[config.mk]
export PLATFORM = sky130hd
export DESIGN_NAME = sbox_layer_ctrl
export DESIGN_NICKNAME = d
export VERILOG_FILES = /design/src/rtl/sbox_layer_ctrl.sv
export SDC_FILE = /design/constraint.sdc
export NUM_CORES = 1
export LEC_CHECK = 0
export BUFFER_PORTS_ARGS = -buffer_cell sky130_fd_sc_hd__buf_2
export CORE_UTILIZATION = 48
export CTS_CLUSTER_DIAMETER = 80
export CTS_CLUSTER_SIZE = 30
export DETAILED_ROUTE_END_ITERATION = 10
export GPL_TIMING_DRIVEN = 1
export PLACE_DENSITY_LB_ADDON = 0.15
export SLEW_MARGIN = 15
export SYNTH_ARGS = -nofsm -noshare
export SYNTH_HDL_FRONTEND = slang
export SYNTH_SLANG_ARGS = --single-unit
[constraint.sdc]
create_clock -name clk -period 2.07 [get_ports clk]
set_input_delay 0.414 -clock clk [delete_from_list [all_inputs] [get_ports clk]]
set_output_delay 0.414 -clock clk [all_outputs]
set_load 0.01 [all_outputs]
[src/rtl/sbox_layer_ctrl.sv]
// sbox_layer_ctrl -- drives one masked S-box layer over a 64-bit, 3-share state.
//
// A start in IDLE or DONE captures the three input shares. The block then
// feeds 16 nibbles (one per cycle) to an external S-box core with SBOX_LAT
// cycles of latency. It waits for the core pipeline to drain, writes each
// result nibble back into per-share result registers, and pulses done.
//
// Optional feature (macro NIBBLE_SHUFFLE_EN): when defined, the first nibble
// index is taken from shuffle_seed at start, and the indices then wrap
// upward mod 16. When undefined, nibbles are issued in order 0..15 and
// shuffle_seed is ignored.
//
// Ports
//   clk, rst_i                      clock, async active-low reset
//   start                           run one layer (accepted in IDLE/DONE only)
//   state{1,2,3}_in   [63:0]        input shares
//   rnd_in            [7:0]         fresh randomness, forwarded on sb_r
//   shuffle_seed      [3:0]         first nibble index (shuffle build only)
//   sb_in{1,2,3}      [3:0]         nibble shares to S-box core
//   sb_r              [7:0]         randomness to S-box core
//   sb_out{1,2,3}     [3:0]         S-box core result shares
//   state{1,2,3}_out  [63:0]        substituted shares (result registers)
//   busy, done                      status / one-cycle completion pulse

// One share lane. It holds the captured share and the result share, and
// never sees the other shares.
module sbox_share_lane (
  input  logic        clk,
  input  logic        rst_n,
  input  logic        cap_en,
  input  logic        feed,
  input  logic [3:0]  rd_idx,
  input  logic        wr_en,
  input  logic [3:0]  wr_idx,
  input  logic [63:0] share_in,
  input  logic [3:0]  res_nib,
  output logic [3:0]  nib_out,
  output logic [63:0] share_out
);
  logic [63:0] cap_q;
  logic [63:0] res_q;

  always_ff @(posedge clk or negedge rst_n) begin
    if (!rst_n) begin
      cap_q <= '0;
      res_q <= '0;
    end else begin
      if (cap_en) cap_q <= share_in;
      if (wr_en)  res_q[{wr_idx, 2'b00} +: 4] <= res_nib;
    end
  end

  assign nib_out   = feed ? cap_q[{rd_idx, 2'b00} +: 4] : 4'h0;
  assign share_out = res_q;
endmodule

module sbox_layer_ctrl #(
  parameter int SBOX_LAT = 3
) (
  input  logic        clk,
  input  logic        rst_i,
  input  logic        start,
  input  logic [63:0] state1_in,
  input  logic [63:0] state2_in,
  input  logic [63:0] state3_in,
  input  logic [7:0]  rnd_in,
  input  logic [3:0]  shuffle_seed,
  output logic [3:0]  sb_in1,
  output logic [3:0]  sb_in2,
  output logic [3:0]  sb_in3,
  output logic [7:0]  sb_r,
  input  logic [3:0]  sb_out1,
  input  logic [3:0]  sb_out2,
  input  logic [3:0]  sb_out3,
  output logic [63:0] state1_out,
  output logic [63:0] state2_out,
  output logic [63:0] state3_out,
  output logic        busy,
  output logic        done
);
  typedef enum logic [1:0] {IDLE, FEED, DRAIN, DONE} state_t;

  state_t     st;
  logic [3:0] cnt;     // FEED: nibble count k; DRAIN: drain cycle count
  logic [3:0] rd_idx;
  logic       feed;
  logic       cap_en;

  // Issued-nibble delay line, aligned with the core latency.
  logic [SBOX_LAT:1]      vld_pipe;
  logic [SBOX_LAT:1][3:0] idx_pipe;

  assign feed   = (st == FEED);
  assign cap_en = start && (st == IDLE || st == DONE);

`ifdef NIBBLE_SHUFFLE_EN
  logic [3:0] seed_q;
  always_ff @(posedge clk or negedge rst_i) begin
    if (!rst_i)      seed_q <= '0;
    else if (cap_en) seed_q <= shuffle_seed;
  end
  assign rd_idx = seed_q + cnt;  // wraps 15 -> 0
`else
  // Seed input is deliberately unconsumed in the in-order build.
  logic unused_seed;
  assign unused_seed = ^shuffle_seed;
  assign rd_idx      = cnt;
`endif

  // Control FSM. busy/done are registered alongside the state.
  always_ff @(posedge clk or negedge rst_i) begin
    if (!rst_i) begin
      st   <= IDLE;
      cnt  <= '0;
      busy <= 1'b0;
      done <= 1'b0;
    end else begin
      done <= 1'b0;
      case (st)
        IDLE, DONE: begin
          cnt <= '0;
          if (start) begin
            st   <= FEED;
            busy <= 1'b1;
          end else begin
            st   <= IDLE;
            busy <= 1'b0;
          end
        end
        FEED: begin
          if (cnt == 4'd15) begin
            st  <= DRAIN;
            cnt <= '0;
          end else begin
            cnt <= cnt + 4'd1;
          end
        end
        DRAIN: begin
          if (cnt == 4'(SBOX_LAT - 1)) begin
            st   <= DONE;
            cnt  <= '0;
            busy <= 1'b0;
            done <= 1'b1;
          end else begin
            cnt <= cnt + 4'd1;
          end
        end
        default: begin
          st   <= IDLE;
          cnt  <= '0;
          busy <= 1'b0;
        end
      endcase
    end
  end

  always_ff @(posedge clk or negedge rst_i) begin
    if (!rst_i) begin
      vld_pipe <= '0;
      idx_pipe <= '0;
    end else begin
      vld_pipe[1] <= feed;
      idx_pipe[1] <= rd_idx;
      for (int j = 2; j <= SBOX_LAT; j++) begin
        vld_pipe[j] <= vld_pipe[j-1];
        idx_pipe[j] <= idx_pipe[j-1];
      end
    end
  end

  logic [2:0][63:0] sh_in, sh_out;
  logic [2:0][3:0]  nib, res;

  assign sh_in = {state3_in, state2_in, state1_in};
  assign res   = {sb_out3, sb_out2, sb_out1};

  for (genvar s = 0; s < 3; s++) begin : g_lane
    sbox_share_lane u_lane (
      .clk       (clk),
      .rst_n     (rst_i),
      .cap_en    (cap_en),
      .feed      (feed),
      .rd_idx    (rd_idx),
      .wr_en     (vld_pipe[SBOX_LAT]),
      .wr_idx    (idx_pipe[SBOX_LAT]),
      .share_in  (sh_in[s]),
      .res_nib   (res[s]),
      .nib_out   (nib[s]),
      .share_out (sh_out[s])
    );
  end

  assign sb_in1     = nib[0];
  assign sb_in2     = nib[1];
  assign sb_in3     = nib[2];
  assign sb_r       = feed ? rnd_in : 8'h00;
  assign state1_out = sh_out[0];
  assign state2_out = sh_out[1];
  assign state3_out = sh_out[2];
endmodule

Word level (Yosys, flattened, before mapping)
Index checks and enable logic that the tools add are counted.
{"block": "totals", "reg_bits": 407, "in_bits": 219, "elab_cells": 56}
{"block": "op_classes", "addsub": 2, "n_eq_ne": 7, "shift": 7, "n_mux": 19, "n_reduce_logical": 7}
{"cell": "$bwmux W64", "n": 3}
{"cell": "$shiftx A4 B8 Y64", "n": 3}
{"cell": "$shiftx A64 B7 Y4", "n": 3}
{"cell": "$shift A4 B8 Y64 const A", "n": 1}
{"cell": "$mux W4", "n": 5}
{"cell": "$pmux W4 S3", "n": 1}
{"cell": "$mux W8", "n": 1}
{"cell": "$neg A6 Y8", "n": 1}
{"cell": "$pmux W2 S3", "n": 1}
{"cell": "$mux W1", "n": 5}
{"cell": "$add A4 B1 Y4 const B", "n": 1}
{"cell": "$eq A2 B2 Y1 const B", "n": 2}
{"cell": "$eq A4 B2 Y1 const B", "n": 1}
{"cell": "$eq A4 B4 Y1 const B", "n": 1}
{"cell": "$mux W2", "n": 2}
{"cell": "$reduce_and A2 Y1", "n": 2}
{"cell": "$eq A2 B1 Y1 const B", "n": 1}
{"cell": "$logic_not A2 Y1", "n": 1}
{"cell": "$ne A2 B1 Y1 const B", "n": 1}
{"cell": "$ne A2 B2 Y1 const B", "n": 1}
{"cell": "$pmux W1 S2", "n": 1}
{"cell": "$reduce_bool A2 Y1", "n": 1}
{"cell": "$reduce_or A2 Y1", "n": 1}
{"cell": "$logic_and A1 B1 Y1", "n": 1}
{"cell": "$logic_or A1 B1 Y1", "n": 1}

Longest topological paths before layout
{"block": "logic_depth", "depth_word": 4, "depth_mapped": 9, "ltp_nobuf": 6}

Cells and area by module
Synthesis repeated with hierarchy kept, for this count alone.
{"block": "unflattened", "hier_cells": 1212, "hier_area_um2": 17923.4}
{"mod": "sbox_share_lane (g_lane[0].u_lane ...)", "instances": 2, "cells_per_inst": 384, "area_per_inst_um2": 5642.9, "seq_area_each_um2": 3203.1}
{"mod": "sbox_share_lane (g_lane[2].u_lane)", "instances": 1, "cells_per_inst": 379, "area_per_inst_um2": 5764.3, "seq_area_each_um2": 3203.1}
{"mod": "sbox_layer_ctrl", "instances": 1, "cells_per_inst": 65, "area_per_inst_um2": 873.3, "seq_area_each_um2": 575.6}

Least setup slack after synthesis
No wires, ideal clock.
{"block": "synth_timing", "path_type": "reg-to-reg", "start": "register idx_pipe[8] in the netlist's numbering", "end": "register g_lane[0].u_lane.res_q[16]", "arrival_time_ns": 2.013, "setup_slack_ns": -0.068, "path_stages_with_launch": 10, "path_buffers": 3, "period_less_slack_ns": 2.138, "cell_sequence": "dfrtp_1 buf_6 inv_1 ha_1 buf_2 xnor2_4 nand3_1 nor2_1 buf_2 mux2_2"}
{"block": "synth_via", "elab_chain_len": 3, "word_cells_on_any_way": 4, "cone_classes": "add/sub: 1; shift: 2; mux: 1"}
{"element": "start: declaration", "line": "91", "source": "logic [SBOX_LAT:1][3:0] idx_pipe;"}
{"element": "start signal: indexed assignment", "line": "166", "source": "idx_pipe[j] <= idx_pipe[j-1];"}
{"element": "$neg A6 Y8 (*)", "line": "49", "source": "if (wr_en) res_q[{wr_idx, 2'b00} +: 4] <= res_nib;"}
{"element": "$shiftx A4 B8 Y64 or $shift A4 B8 Y64 (tied branches)", "line": "49"}
{"element": "$bwmux W64 (*)", "line": "49"}
{"element": "end signal: indexed assignment", "line": "49"}
{"element": "end: declaration", "line": "41", "source": "logic [63:0] res_q;"}
Mark *: on every way between the ends. The rest lies on a longest branch, timed or not.
A chain may end at the register's enable or synchronous reset.

Final worst setup path
{"block": "layout_timing", "start": "register cnt[0]", "end": "output sb_in3[0]"}
{"block": "layout_via", "elab_chain_len": 2}
{"element": "start: declaration", "line": "84", "source": "logic [3:0] cnt;"}
{"element": "start signal: assignment", "line": "135", "source": "cnt <= cnt + 4'd1;"}
{"element": "start signal: assignment", "line": "145", "source": "cnt <= cnt + 4'd1;"}
{"element": "$shiftx A64 B7 Y4", "line": "53", "source": "assign nib_out = feed ? cap_q[{rd_idx, 2'b00} +: 4] : 4'h0;"}
{"element": "$mux W4", "line": "53"}
{"element": "end: declaration", "line": "70", "source": "output logic [3:0] sb_in3,"}
Every way passes these cells.

==> reports/metrics.csv <==
metric,value,unit
final_common_cell,buf_2,
area_growth,25.7,%
utilization,61.4,%
synth-edff-count,0,
async_flop_share,100,%
worst_slew_pin_slew,509,ps
rsz0062_at_grt,yes,
syn_nets,1406,
final_layout_size_suffix_gt1_share,56.7,%
r2r-end,g_lane[0].u_lane.share_out[29],
fmax,382,MHz
arrival,2200,ps
hold_slack,84.7,ps
skew,26.0,ps
buffer_ports.inserted,428,
cellPowerDensity,1190,mW/mm^2
hp-class,primary input to flop,
synth.distinct_cells,52,
ys_warn_count,0,
cellLeakagePower,10.8,nW
drt-initial-drc-count,412,
crit_path_frequent_cell,buf_16,
violations,negative setup slack,
die_h,192,microns
swShare,32.0,%
grt_first_pass_wirelength,67300,microns
period_minus_slack,2620,ps
p_total,26.0,mW
initial_core_util,48.8,%
clk_latency,550,ps
grt_pass1_vias,11800,
grt.total_usage,23.9,%
synth_area_per_cell,14.7,sq um
slowest_delay,550,ps
detailed_place_hpwl,32200,microns
hold_viol_final,0,
ir_worst_vdd,0.000852,V
reg2regPathDepth,7,
maxCapViolations,0,
post-route-period-util,126,%
hold_start,state2_in[18],
crit_type,flop to output port,
finalWorstSetupSlack,-546,ps
slew_violations,0,
cts_buffer_depth,3,
reg2reg_from,idx_pipe[8],
grt_max_degree,54,
rows,69,
ios,433,
wl_met2,22300,microns
p_comb_share,36.8,%
routed.top_layer,met5,
cp.required,1660,ps
drcViolationCount,0,
place.gp.congestion,0.812,
synth-seq-cells,407,
dieArea,0.0369,sq mm
overflow,0,
firstDrtPassIters,4,
pre_cts_ws,-312,ps
ys_seq_area_share,58.6,%
wl_met3,3070,microns
crit_fanout,7,
postRouteAntennaNets,0,
p_clk_share,18.9,%
intPower,17.7,mW
final_cell_mix,"buf_2 (421), dfrtp_1 (405), mux2_2 (302), mux2i_1 (79), buf_4 (51)",
power_frac_seq,44.3,%
viasPerCell,5.31,
cts_max_level,1,
numCtsBuffers,21,
cp_cell_sequence,"buf_16, buf_16, mux2i_1, a22oi_1, nand2_1, o21ai_2, buf_2",
fin_nets,1866,
clock_sinks,407,
switching_power,8.33,mW
status,"complete, but fails checks",
crit_path_end_kind,output port,
num_vias,11300,
drt-met1-wl,17300,microns
finalSetupViolations,12,
cp-start-kind,flop,
cts_root_buf,clkbuf_16,
min_path_cells,2,
path_clk_slew,110,ps
cts_tree,yes,
die_w,192,microns
wl,44300,microns
r2r_setup_slack,120,ps
antenna_found_initial,16,
max_slew_margin,66.0,%
crit_slowest_cell,dfrtp_4,
core-area,0.0356,sq mm
syn_inst,1180,
ys.flop_type,dfrtp_1,
whs_endpoint,g_lane[1].u_lane.cap_q[18],
synth_area,0.0174,sq mm
wire_per_inst,20.9,microns
## critical path, delay by kind of cell (launching register included)
kind                   cells  cell delay [ps]
flip-flops                 1              550
buffers and inverters      3              490
AO/OA/AOI/OAI              2              390
multiplexers               1              120
AND/OR/NAND/NOR            1              110
## kinds of logic (layout without fill, tap and decap cells)
logic type	count (synthesis)	in the layout	synth area share, %
multiplexers	460	460	30.3
other	0	10	0
flip-flops	407	407	58.6
AND/OR/NAND/NOR	131	131	4.34
buffers and inverters	86	556	2.61
AO/OA/AOI/OAI	86	86	3.36
adder cells (fa/ha/maj)	7	7	0.504
XOR/XNOR	3	3	0.259
## worst max-delay path by stage
stage                           start                             end  slack, ps  cells after the start
after global routing           cnt[0]                       sb_in1[2]       -660                      8
after CTS                      cnt[0]                       sb_in3[0]       -610                      7
after detailed placement       cnt[1]                       sb_in3[0]       -310                      6
after global placement         cnt[1]                       sb_in3[0]       -270                      6
final                          cnt[0]                       sb_in3[0]       -550                      7
after floorplan           idx_pipe[8]  g_lane[0].u_lane.share_out[16]         20                      9
## power by group through the flow
stage	Combinational (mW)	Clock [mW]	Sequential, mW
5_1_grt	10.3	5.39	11.8
6_report	9.57	4.93	11.5
3_5_place_dp	8.90	0	11.7
2_1_floorplan	6.24	0	11.4
4_1_cts	9.49	5.13	11.5
3_3_place_gp	8.70	0	11.6
## sequential cells by signal, indices dropped and copies added, names as in the netlist
register,cells
g_lane.u_lane.cap_q,192
g_lane.u_lane.share_out,192
idx_pipe,12
cnt,4
vld_pipe,3
st,2
busy,1
done,1
## synth_stat cells (2+ instances only)
cell,instances,area [sq um]
o21ai_1,3,15.0
buf_1,2,7.51
mux2_4,20,300
a22oi_1,39,293
mux4_2,9,203
mux2_2,302,3400
mux2_1,49,552
buf_2,31,155
nand3_1,16,80.1
nor2b_1,6,37.5
and3_1,14,87.6
and2_1,22,138
nand2_1,31,116
buf_4,12,90.1
inv_1,8,30.0
dfrtp_1,407,10200
mux2i_1,80,801
a31oi_1,2,12.5
nor3_1,6,30.0
nand4_1,3,18.8
clkbuf_1,28,105
nand2b_1,12,75.1
ha_1,7,87.6
o31ai_1,7,52.6
o21ai_0,27,135
nor2_1,8,30.0
buf_6,4,45.0
## per-stage QoR
step / setup TNS [ps] / cell area [sq um] / instances
after global placement: -2690 / 20600 / 2065
after floorplan: 0 / 17400 / 1180
after CTS: -6930 / 21600 / 2104
after global routing: -7270 / 21800 / 2116
after detailed placement: -4690 / 20600 / 2065
final: -6290 / 21800 / 2121
## timing repair
item | 4_1_cts | 5_1_grt
setup buffers | 3 | 8
hold buffers | 1 | 0
setup endpoints to repair | 65 | 93
pin swaps | 16 | 11
resized for setup | 63 | 26
gates cloned | 3 | 0
hold endpoints to repair | 40 | 0
## layout make-up
type                       instances  area, sq um
tap                              461          577
antenna                           10         25.0
clock buffer                      23          533
sequential                       407        10200
timing repair buffer             515         3250
multi-input combinational        687         7030
fill                            2895        13700
inverter                           8         30.0
clock inverter                    10          191
## per-layer routing
layer  vias up  track usage, %
met4        12            9.42
li1       5158               -
met2       321            41.3
met5         -               0
met1      5688            28.5
met3        76            6.10
(Power assumes the default switching activity.)
